[src/rtl/mlp_layer_sequencer_if.sv]
// Handshake bundle between the MLP layer sequencer and the fc_layer chain / frame source / sink.
// The sequencer side uses the master modport; the layer chain and environment use slave.
interface mlp_layer_sequencer_if #(
    parameter int NUM_LAYERS = 5,
    parameter int CNT_W      = 16
);
    logic                  i_frame_valid;
    logic                  o_frame_ready;
    logic [NUM_LAYERS-1:0] i_layer_busy;
    logic [NUM_LAYERS-1:0] i_cim_busy;
    logic [NUM_LAYERS-1:0] o_start;
    logic [NUM_LAYERS-1:0] o_func_start;
    logic                  i_out_ready;
    logic                  o_frame_done;
    logic [CNT_W-1:0]      o_frames_done;
    logic [NUM_LAYERS-1:0] o_timeout_err;
    logic                  o_idle;

    modport master (
        input  i_frame_valid, i_layer_busy, i_cim_busy, i_out_ready,
        output o_frame_ready, o_start, o_func_start, o_frame_done,
               o_frames_done, o_timeout_err, o_idle
    );

    modport slave (
        output i_frame_valid, i_layer_busy, i_cim_busy, i_out_ready,
        input  o_frame_ready, o_start, o_func_start, o_frame_done,
               o_frames_done, o_timeout_err, o_idle
    );
endinterface

[src/rtl/mlp_layer_sequencer.sv]
// Per-layer start / func_start sequencing for an fc_layer chain, with ibuf_full tokens
// so each layer holds one frame in its CIM and one in its input buffer.
module mlp_layer_sequencer #(
    parameter int NUM_LAYERS   = 5,
    parameter int BUSY_TIMEOUT = 15,
    parameter int CNT_W        = 16
) (
    input  logic                      clk,
    input  logic                      rst,
    mlp_layer_sequencer_if.master     bus
);
    localparam int TMO_W = $clog2(BUSY_TIMEOUT + 1);
    localparam logic [TMO_W-1:0] TMO_LIM = TMO_W'(BUSY_TIMEOUT - 1);

    typedef enum logic [2:0] {
        IDLE, LOAD, W_LD_HI, W_LD_LO, W_CIM, FUNC_REQ, W_FN_HI, W_FN_LO
    } state_t;

    state_t                state_q [NUM_LAYERS];
    state_t                state_d [NUM_LAYERS];
    logic [TMO_W-1:0]      tmo_q   [NUM_LAYERS];
    logic [TMO_W-1:0]      tmo_d   [NUM_LAYERS];

    logic [NUM_LAYERS-1:0] ibuf_full_q, ibuf_full_d, ibuf_set, ibuf_clr;
    logic [NUM_LAYERS-1:0] fn_done, dn_ready, err_set;
    logic [NUM_LAYERS-1:0] start_d, func_d;
    logic [NUM_LAYERS-1:0] start_q, func_q, err_q;
    logic                  done_q;
    logic [CNT_W-1:0]      cnt_q;
    logic                  frame_accept;
    logic                  all_idle;

    // A layer may issue its func phase only once the next layer's ibuf is free;
    // the last layer is gated by the sink instead.
    always_comb begin
        frame_accept = bus.i_frame_valid & ~ibuf_full_q[0];
        dn_ready     = ~(ibuf_full_q >> 1);
        dn_ready[NUM_LAYERS-1] = bus.i_out_ready;
        ibuf_clr = '0;
        fn_done  = '0;
        err_set  = '0;
        start_d  = '0;
        func_d   = '0;
        for (int k = 0; k < NUM_LAYERS; k++) begin
            state_d[k] = state_q[k];
            tmo_d[k]   = tmo_q[k];
            case (state_q[k])
                IDLE: begin
                    if (ibuf_full_q[k]) begin
                        state_d[k] = LOAD;
                        start_d[k] = 1'b1;
                    end
                end
                LOAD: begin
                    tmo_d[k]   = '0;
                    state_d[k] = W_LD_HI;
                end
                W_LD_HI: begin
                    if (bus.i_layer_busy[k]) begin
                        state_d[k] = W_LD_LO;
                    end else if (tmo_q[k] == TMO_LIM) begin
                        err_set[k]  = 1'b1;
                        ibuf_clr[k] = 1'b1;
                        state_d[k]  = W_CIM;
                    end else begin
                        tmo_d[k] = tmo_q[k] + TMO_W'(1);
                    end
                end
                W_LD_LO: begin
                    if (!bus.i_layer_busy[k]) begin
                        ibuf_clr[k] = 1'b1;
                        state_d[k]  = W_CIM;
                    end
                end
                W_CIM: begin
                    if (!bus.i_cim_busy[k]) state_d[k] = FUNC_REQ;
                end
                FUNC_REQ: begin
                    if (dn_ready[k]) begin
                        func_d[k]  = 1'b1;
                        tmo_d[k]   = '0;
                        state_d[k] = W_FN_HI;
                    end
                end
                W_FN_HI: begin
                    if (bus.i_layer_busy[k]) begin
                        state_d[k] = W_FN_LO;
                    end else if (tmo_q[k] == TMO_LIM) begin
                        err_set[k] = 1'b1;
                        fn_done[k] = 1'b1;
                        state_d[k] = IDLE;
                    end else begin
                        tmo_d[k] = tmo_q[k] + TMO_W'(1);
                    end
                end
                W_FN_LO: begin
                    if (!bus.i_layer_busy[k]) begin
                        fn_done[k] = 1'b1;
                        state_d[k] = IDLE;
                    end
                end
                default: state_d[k] = IDLE;
            endcase
        end
        // Set wins over clear on the same token.
        ibuf_set    = (fn_done << 1) | NUM_LAYERS'(frame_accept);
        ibuf_full_d = ibuf_set | (ibuf_full_q & ~ibuf_clr);
    end

    always_comb begin
        all_idle = ~|ibuf_full_q;
        for (int k = 0; k < NUM_LAYERS; k++) begin
            if (state_q[k] != IDLE) all_idle = 1'b0;
        end
    end

    always_ff @(posedge clk or negedge rst) begin
        if (!rst) begin
            for (int k = 0; k < NUM_LAYERS; k++) begin
                state_q[k] <= IDLE;
                tmo_q[k]   <= '0;
            end
            ibuf_full_q <= '0;
            start_q     <= '0;
            func_q      <= '0;
            err_q       <= '0;
            done_q      <= 1'b0;
            cnt_q       <= '0;
        end else begin
            for (int k = 0; k < NUM_LAYERS; k++) begin
                state_q[k] <= state_d[k];
                tmo_q[k]   <= tmo_d[k];
            end
            ibuf_full_q <= ibuf_full_d;
            start_q     <= start_d;
            func_q      <= func_d;
            err_q       <= err_q | err_set;
            done_q      <= fn_done[NUM_LAYERS-1];
            cnt_q       <= cnt_q + CNT_W'(fn_done[NUM_LAYERS-1]);
        end
    end

    assign bus.o_frame_ready = ~ibuf_full_q[0];
    assign bus.o_start       = start_q;
    assign bus.o_func_start  = func_q;
    assign bus.o_frame_done  = done_q;
    assign bus.o_frames_done = cnt_q;
    assign bus.o_timeout_err = err_q;
    assign bus.o_idle        = all_idle;
endmodule
[src/flat_wrapper.sv]
// flat-port wrapper written by rule: the top's interface ports become plain ports
module mlp_layer_sequencer_flat 
#(
    parameter int NUM_LAYERS   = 5,
    parameter int BUSY_TIMEOUT = 15,
    parameter int CNT_W        = 16
)
  (clk, rst, bus_i_frame_valid, bus_i_layer_busy, bus_i_cim_busy, bus_i_out_ready, bus_o_frame_ready, bus_o_start, bus_o_func_start, bus_o_frame_done, bus_o_frames_done, bus_o_timeout_err, bus_o_idle);
  mlp_layer_sequencer_if #(.NUM_LAYERS(NUM_LAYERS), .CNT_W(CNT_W)) bus_i ();
  input  logic clk;
  input  logic rst;
  input wire logic [$bits(bus_i.i_frame_valid)-1:0] bus_i_frame_valid;
  input wire logic [$bits(bus_i.i_layer_busy)-1:0] bus_i_layer_busy;
  input wire logic [$bits(bus_i.i_cim_busy)-1:0] bus_i_cim_busy;
  input wire logic [$bits(bus_i.i_out_ready)-1:0] bus_i_out_ready;
  output wire logic [$bits(bus_i.o_frame_ready)-1:0] bus_o_frame_ready;
  output wire logic [$bits(bus_i.o_start)-1:0] bus_o_start;
  output wire logic [$bits(bus_i.o_func_start)-1:0] bus_o_func_start;
  output wire logic [$bits(bus_i.o_frame_done)-1:0] bus_o_frame_done;
  output wire logic [$bits(bus_i.o_frames_done)-1:0] bus_o_frames_done;
  output wire logic [$bits(bus_i.o_timeout_err)-1:0] bus_o_timeout_err;
  output wire logic [$bits(bus_i.o_idle)-1:0] bus_o_idle;
  assign bus_i.i_frame_valid = bus_i_frame_valid;
  assign bus_i.i_layer_busy = bus_i_layer_busy;
  assign bus_i.i_cim_busy = bus_i_cim_busy;
  assign bus_i.i_out_ready = bus_i_out_ready;
  assign bus_o_frame_ready = bus_i.o_frame_ready;
  assign bus_o_start = bus_i.o_start;
  assign bus_o_func_start = bus_i.o_func_start;
  assign bus_o_frame_done = bus_i.o_frame_done;
  assign bus_o_frames_done = bus_i.o_frames_done;
  assign bus_o_timeout_err = bus_i.o_timeout_err;
  assign bus_o_idle = bus_i.o_idle;
  mlp_layer_sequencer #(.NUM_LAYERS(NUM_LAYERS), .BUSY_TIMEOUT(BUSY_TIMEOUT), .CNT_W(CNT_W)) u_core (.clk(clk), .rst(rst), .bus(bus_i));
endmodule
[config.mk]
export PLATFORM = sky130hd
export DESIGN_NAME = mlp_layer_sequencer_flat
export DESIGN_NICKNAME = d
export VERILOG_FILES = /design/src/rtl/mlp_layer_sequencer_if.sv /design/src/rtl/mlp_layer_sequencer.sv /design/src/flat_wrapper.sv
export SDC_FILE = /design/constraint.sdc
export NUM_CORES = 1
export LEC_CHECK = 0
export ABC_AREA = 1
export CORE_ASPECT_RATIO = 1.25
export CORE_MARGIN = 2
export CORE_UTILIZATION = 35
export CTS_BUF_LIST = sky130_fd_sc_hd__clkbuf_16
export CTS_CLUSTER_SIZE = 12
export DETAILED_ROUTE_END_ITERATION = 12
export PLACE_DENSITY_LB_ADDON = 0.1
export SYNTH_ARGS = -nofsm -noshare
export SYNTH_HDL_FRONTEND = slang
export SYNTH_SLANG_ARGS = --single-unit
[constraint.sdc]
create_clock -name clk -period 2.3 [get_ports clk]
set_clock_uncertainty 0.05 [all_clocks]
set_input_delay 0.23 -clock clk [delete_from_list [all_inputs] [get_ports clk]]
set_output_delay 0.23 -clock clk [all_outputs]
set_load 0.01 [all_outputs]
==> implementation parameters <==
Parameter                              Value

Drt
  Detailed-route wire length per cell ... 12.21 um
  Routed metal-1 wire length ... 4087 um
  DR pass1 iterations ... 4
  Top routing layer used ... met4
  Met3 wire length ... 327 um
  First-iteration detailed-routing DRC count ... 161
  Routed via count ... 3536
  Per-cell via count in the routed design ... 4.831
  Wire length on met2 ... 4397 um
  Antenna-violating nets left ... 0
  Number of remaining DRC errors ... 0
  Final routed wirelength across all metal layers ... 8938 um

Logic synthesis
  Average cell area after synthesis ... 7.782 um2
  Yosys warns ... 0
  Unique cell type count in the Yosys netlist ... 33
  Part of the Yosys area used for sequential elements ... 43.85%
  Total standard cell area after synthesis ... 4109 um2
  Count of mapped cells out of synthesis ... 528
  FFs w/ async S/R, synth ... 100.0%
  Dominant cell type by area after synthesis ... sky130_fd_sc_hd__dfrtp_1
  Main area contributors after synthesis ... sky130_fd_sc_hd__dfrtp_1 44%, sky130_fd_sc_hd__nand2_1 14%, sky130_fd_sc_hd__nand3_1 7.3%
  EDFF count, synth ... 0
  Synthesis-stage register bit count ... 72
  Flip-flop cell with the highest count after synthesis ... sky130_fd_sc_hd__dfrtp_1
  Syn_nets ... 562
  Synth top area share ... 43.85%

Floorplanning
  Top-level I/O count ... 48
  Site row count ... 44
  Die X-Extent ... 100.9 um
  Total Die Area ... 12630 um2
  Die Ht ... 125.1 um
  Placeable core area ... 11560 um2
  Initial core utilization ... 35.54%

Layout
  Post-synthesis to final-layout area growth ... 24.82%
  Post-route insts no fill ... 732
  Share of final-layout standard cells stronger than drive strength 1 ... 10.94%
  Number of nets in the final layout ... 624
  Final cell utilization of the core ... 44.36%
  Diode count ... 0

STA
  Number of endpoints failing setup at the final stage ... 0
  Final Critical Period ... 2169 ps
  Final Hold Fails ... 0
  Setup repair after global routing missed its margin ... true
  Final-report max-slew violation count ... 0
  Highest Clock Rate ... 461.0 MHz
  Rel. slew slack ... 66.27%
  Period utilization ... 94.32%
  Worst-Margin Slew ... 505.9 ps

Setup path
  Kind of start point of the critical path ... flop
  Cells along the critical path ... inv_1 > ha_1 > nand4_1 > a211oi_2 > ha_2 > ha_2 > nand3_4 > nor2_2 > nand3_1 > xor2_1
  Slowest cell on the critical path ... sky130_fd_sc_hd__dfrtp_1
  Reg2reg end ... u_core.bus.o_frames_done[14]
  Required time of the critical path ... 2460 ps
  Worst reg-to-reg path cell count ... 10
  Start point of the critical path ... u_core.tmo_q[0]
  Crit-path leading delay family ... adder cells
  Crit path DAT ... 2330 ps
  Largest stage delay, worst path ... 400 ps
  Count of buffer and inverter cells on the critical path ... 1
  Critical Path End Type ... flop
  Max FO, Critical Path ... 4
  Critical path type ... reg2reg
  Crit path top cell by count ... sky130_fd_sc_hd__ha_2
  Setup slack on the worst flop-to-flop path ... 130 ps
  FF-to-FF Start ... u_core.tmo_q[0]

GRT
  Global router's overall resource usage ... 15.07%
  Wire length of the first global-routing pass ... 15370 um
  Number of global-route vias before repair ... 3335
  Sum of overflow across all layers after global routing ... 0
  Pin count of the biggest net entering global routing ... 38
  Initial antenna violation count ... 0

Clock network
  Cts bufs inserted ... 9
  Clock-pin slew on the worst setup and hold paths ... 60 ps
  Clock tree root driver cell ... sky130_fd_sc_hd__clkbuf_16
  Worst-skew pair later-pin latency ... 330 ps
  H-Tree Level Count ... 3
  CTS tree ... yes
  Maximum number of buffers from clock root to sink ... 2
  Clk sinks ... 72

Pwr
  Net switching power figure ... 2.289 mW
  Power share of the clock group ... 23.9%
  Static Leakage ... 2.581 nW
  Worst-case vdd ir drop ... 0.0005291 V
  Design internal power ... 3.345 mW
  Fraction of power consumed by combinational cells ... 43.7%
  Switching Share ... 40.63%
  Register share of total power ... 32.4%
  Power Density ... 1098 nW/um2

Worst hold path
  Class of the tightest hold or removal check ... in2async

Place
  Post-detailed-placement half-perimeter wirelength ... 6751 um
  Cell Count Post-Placement ... 714
  Weighted congestion reported at the end of routability-driven placement ... 0.8307
  Count of port buffers added during placement ... 47

Run
  Max Cap Violations ... 0

Outcome
  Run status ... finished, final reports clean
cells in the mapped netlist, types with 2 or more instances:
master                     instances
sky130_fd_sc_hd__a21oi_1          11
sky130_fd_sc_hd__a31oi_1           2
sky130_fd_sc_hd__buf_2             7
sky130_fd_sc_hd__buf_4             3
sky130_fd_sc_hd__buf_6             2
sky130_fd_sc_hd__dfrtp_1          72
sky130_fd_sc_hd__ha_1             20
sky130_fd_sc_hd__inv_1            60
sky130_fd_sc_hd__inv_2             4
sky130_fd_sc_hd__nand2_1         152
sky130_fd_sc_hd__nand2_2           3
sky130_fd_sc_hd__nand3_1          60
sky130_fd_sc_hd__nand3_2           2
sky130_fd_sc_hd__nand4_1           7
sky130_fd_sc_hd__nand4_2           3
sky130_fd_sc_hd__nor2_1           43
sky130_fd_sc_hd__nor2_2            5
sky130_fd_sc_hd__nor2_4            2
sky130_fd_sc_hd__nor3_1           11
sky130_fd_sc_hd__nor4_1            2
sky130_fd_sc_hd__o211ai_1          4
sky130_fd_sc_hd__o21ai_0          14
sky130_fd_sc_hd__o21ai_1           7
sky130_fd_sc_hd__o21bai_1          2
sky130_fd_sc_hd__or2_2             4
sky130_fd_sc_hd__xnor2_1           6
sky130_fd_sc_hd__xor2_1           14
cell usage in the layout, fill, tap and decap left out, types with 2 or more instances in the layout:
master / count
sky130_fd_sc_hd__clkdlybuf4s50_1: 45
sky130_fd_sc_hd__o21ai_1: 7
sky130_fd_sc_hd__nand4_1: 7
sky130_fd_sc_hd__nand2_2: 3
sky130_fd_sc_hd__nand4_2: 3
sky130_fd_sc_hd__nor2_4: 3
sky130_fd_sc_hd__a31oi_1: 2
sky130_fd_sc_hd__ha_2: 3
sky130_fd_sc_hd__or2_2: 4
sky130_fd_sc_hd__nor2_2: 7
sky130_fd_sc_hd__xnor2_1: 6
sky130_fd_sc_hd__o21bai_1: 2
sky130_fd_sc_hd__clkinvlp_4: 3
sky130_fd_sc_hd__nand3_2: 2
sky130_fd_sc_hd__nor2_1: 40
sky130_fd_sc_hd__nor3_1: 10
sky130_fd_sc_hd__o21ai_0: 14
sky130_fd_sc_hd__inv_2: 5
sky130_fd_sc_hd__buf_4: 15
sky130_fd_sc_hd__o211ai_1: 4
sky130_fd_sc_hd__clkbuf_16: 9
sky130_fd_sc_hd__nand3_1: 59
sky130_fd_sc_hd__inv_1: 59
sky130_fd_sc_hd__dfrtp_1: 72
sky130_fd_sc_hd__xor2_1: 14
sky130_fd_sc_hd__nor4_1: 2
sky130_fd_sc_hd__nand2_1: 152
sky130_fd_sc_hd__a21oi_1: 11
sky130_fd_sc_hd__ha_1: 17
per-stage QoR:
step                hold slack [ps]  cell area, um2  setup slack [ps]  total power [mW]  setup TNS, ps
floorplan                    -115.6            4109             102.3             3.587              0
finish                        359.6            5129             130.7             5.634              0
detailed placement            189.5            4780            -19.17             4.304         -19.17
global route                  409.8            5129            -44.60             6.183         -44.60
CTS                           374.7            5080             36.26             5.707              0
global placement              187.1            4780             65.61             4.287              0
what timing repair did:
item / in CTS / in global routing
buffers inserted: 0 / 2
gates resized for setup: 2 / 14
hold buffers: 1 / 0
hold endpoints to repair: 36 / 0
gates cloned: 0 / 0
pin swaps: 0 / 2
setup endpoints to repair: 2 / 8
routing by layer:
metal	up-vias	global-route usage, %
met2	49	24.75
met3	7	3.801
met5	-	0
li1	1820	-
met4	0	5.405
met1	1660	19.10
power by group through the flow:
stage                     clock [mW]  combinational, mW  sequential [mW]
after CTS                       1.41               2.47             1.83
after global placement             0               2.45             1.84
after global routing            1.46               2.85             1.87
final                           1.35               2.46             1.83
after floorplan                    0               1.77             1.82
after detailed placement           0               2.46             1.85
flip-flops by register name, summed over array words and instances (netlist names):
name                      flops
u_core.tmo_q                 20
u_core.bus.o_frames_done     16
u_core.state_q               15
u_core.bus.o_func_start       5
u_core.bus.o_start            5
u_core.bus.o_timeout_err      5
u_core.ibuf_full_q            5
u_core.bus.o_frame_done       1
how the worst max path moves through the flow:
stage                                   end  slack, ps  cells past startpoint
6_report       u_core.bus.o_frames_done[14]        130                     10
5_1_grt        u_core.bus.o_frames_done[10]        -40                     11
4_1_cts                          bus_o_idle         40                      7
3_5_place_dp   u_core.bus.o_frames_done[14]        -20                     10
3_3_place_gp   u_core.bus.o_frames_done[14]         70                     10
2_1_floorplan  u_core.bus.o_frames_done[14]        100                     11
cells by family after synthesis:
| group | count (synthesis) | share of synthesized area (%) |
|---|---|---|
| DFF | 72 | 43.85 |
| AOI/OAI and AO/OA | 45 | 6.212 |
| adders and majority gates | 20 | 6.090 |
| and+or+nand+nor | 295 | 31.79 |
| buffers and inverters | 76 | 7.795 |
| xor gates and xnor gates | 20 | 4.263 |
layout make-up:
type	count	area (um2)
clock buffer	9	225.2
clock inverter	6	61.31
fill	1137	6432
inverter	64	240.2
multi-input combinational	380	2029
sequential	72	1802
tap	138	172.7
timing repair buffer	63	598.1
No activity file was read; power rests on OpenSTA's default activity.
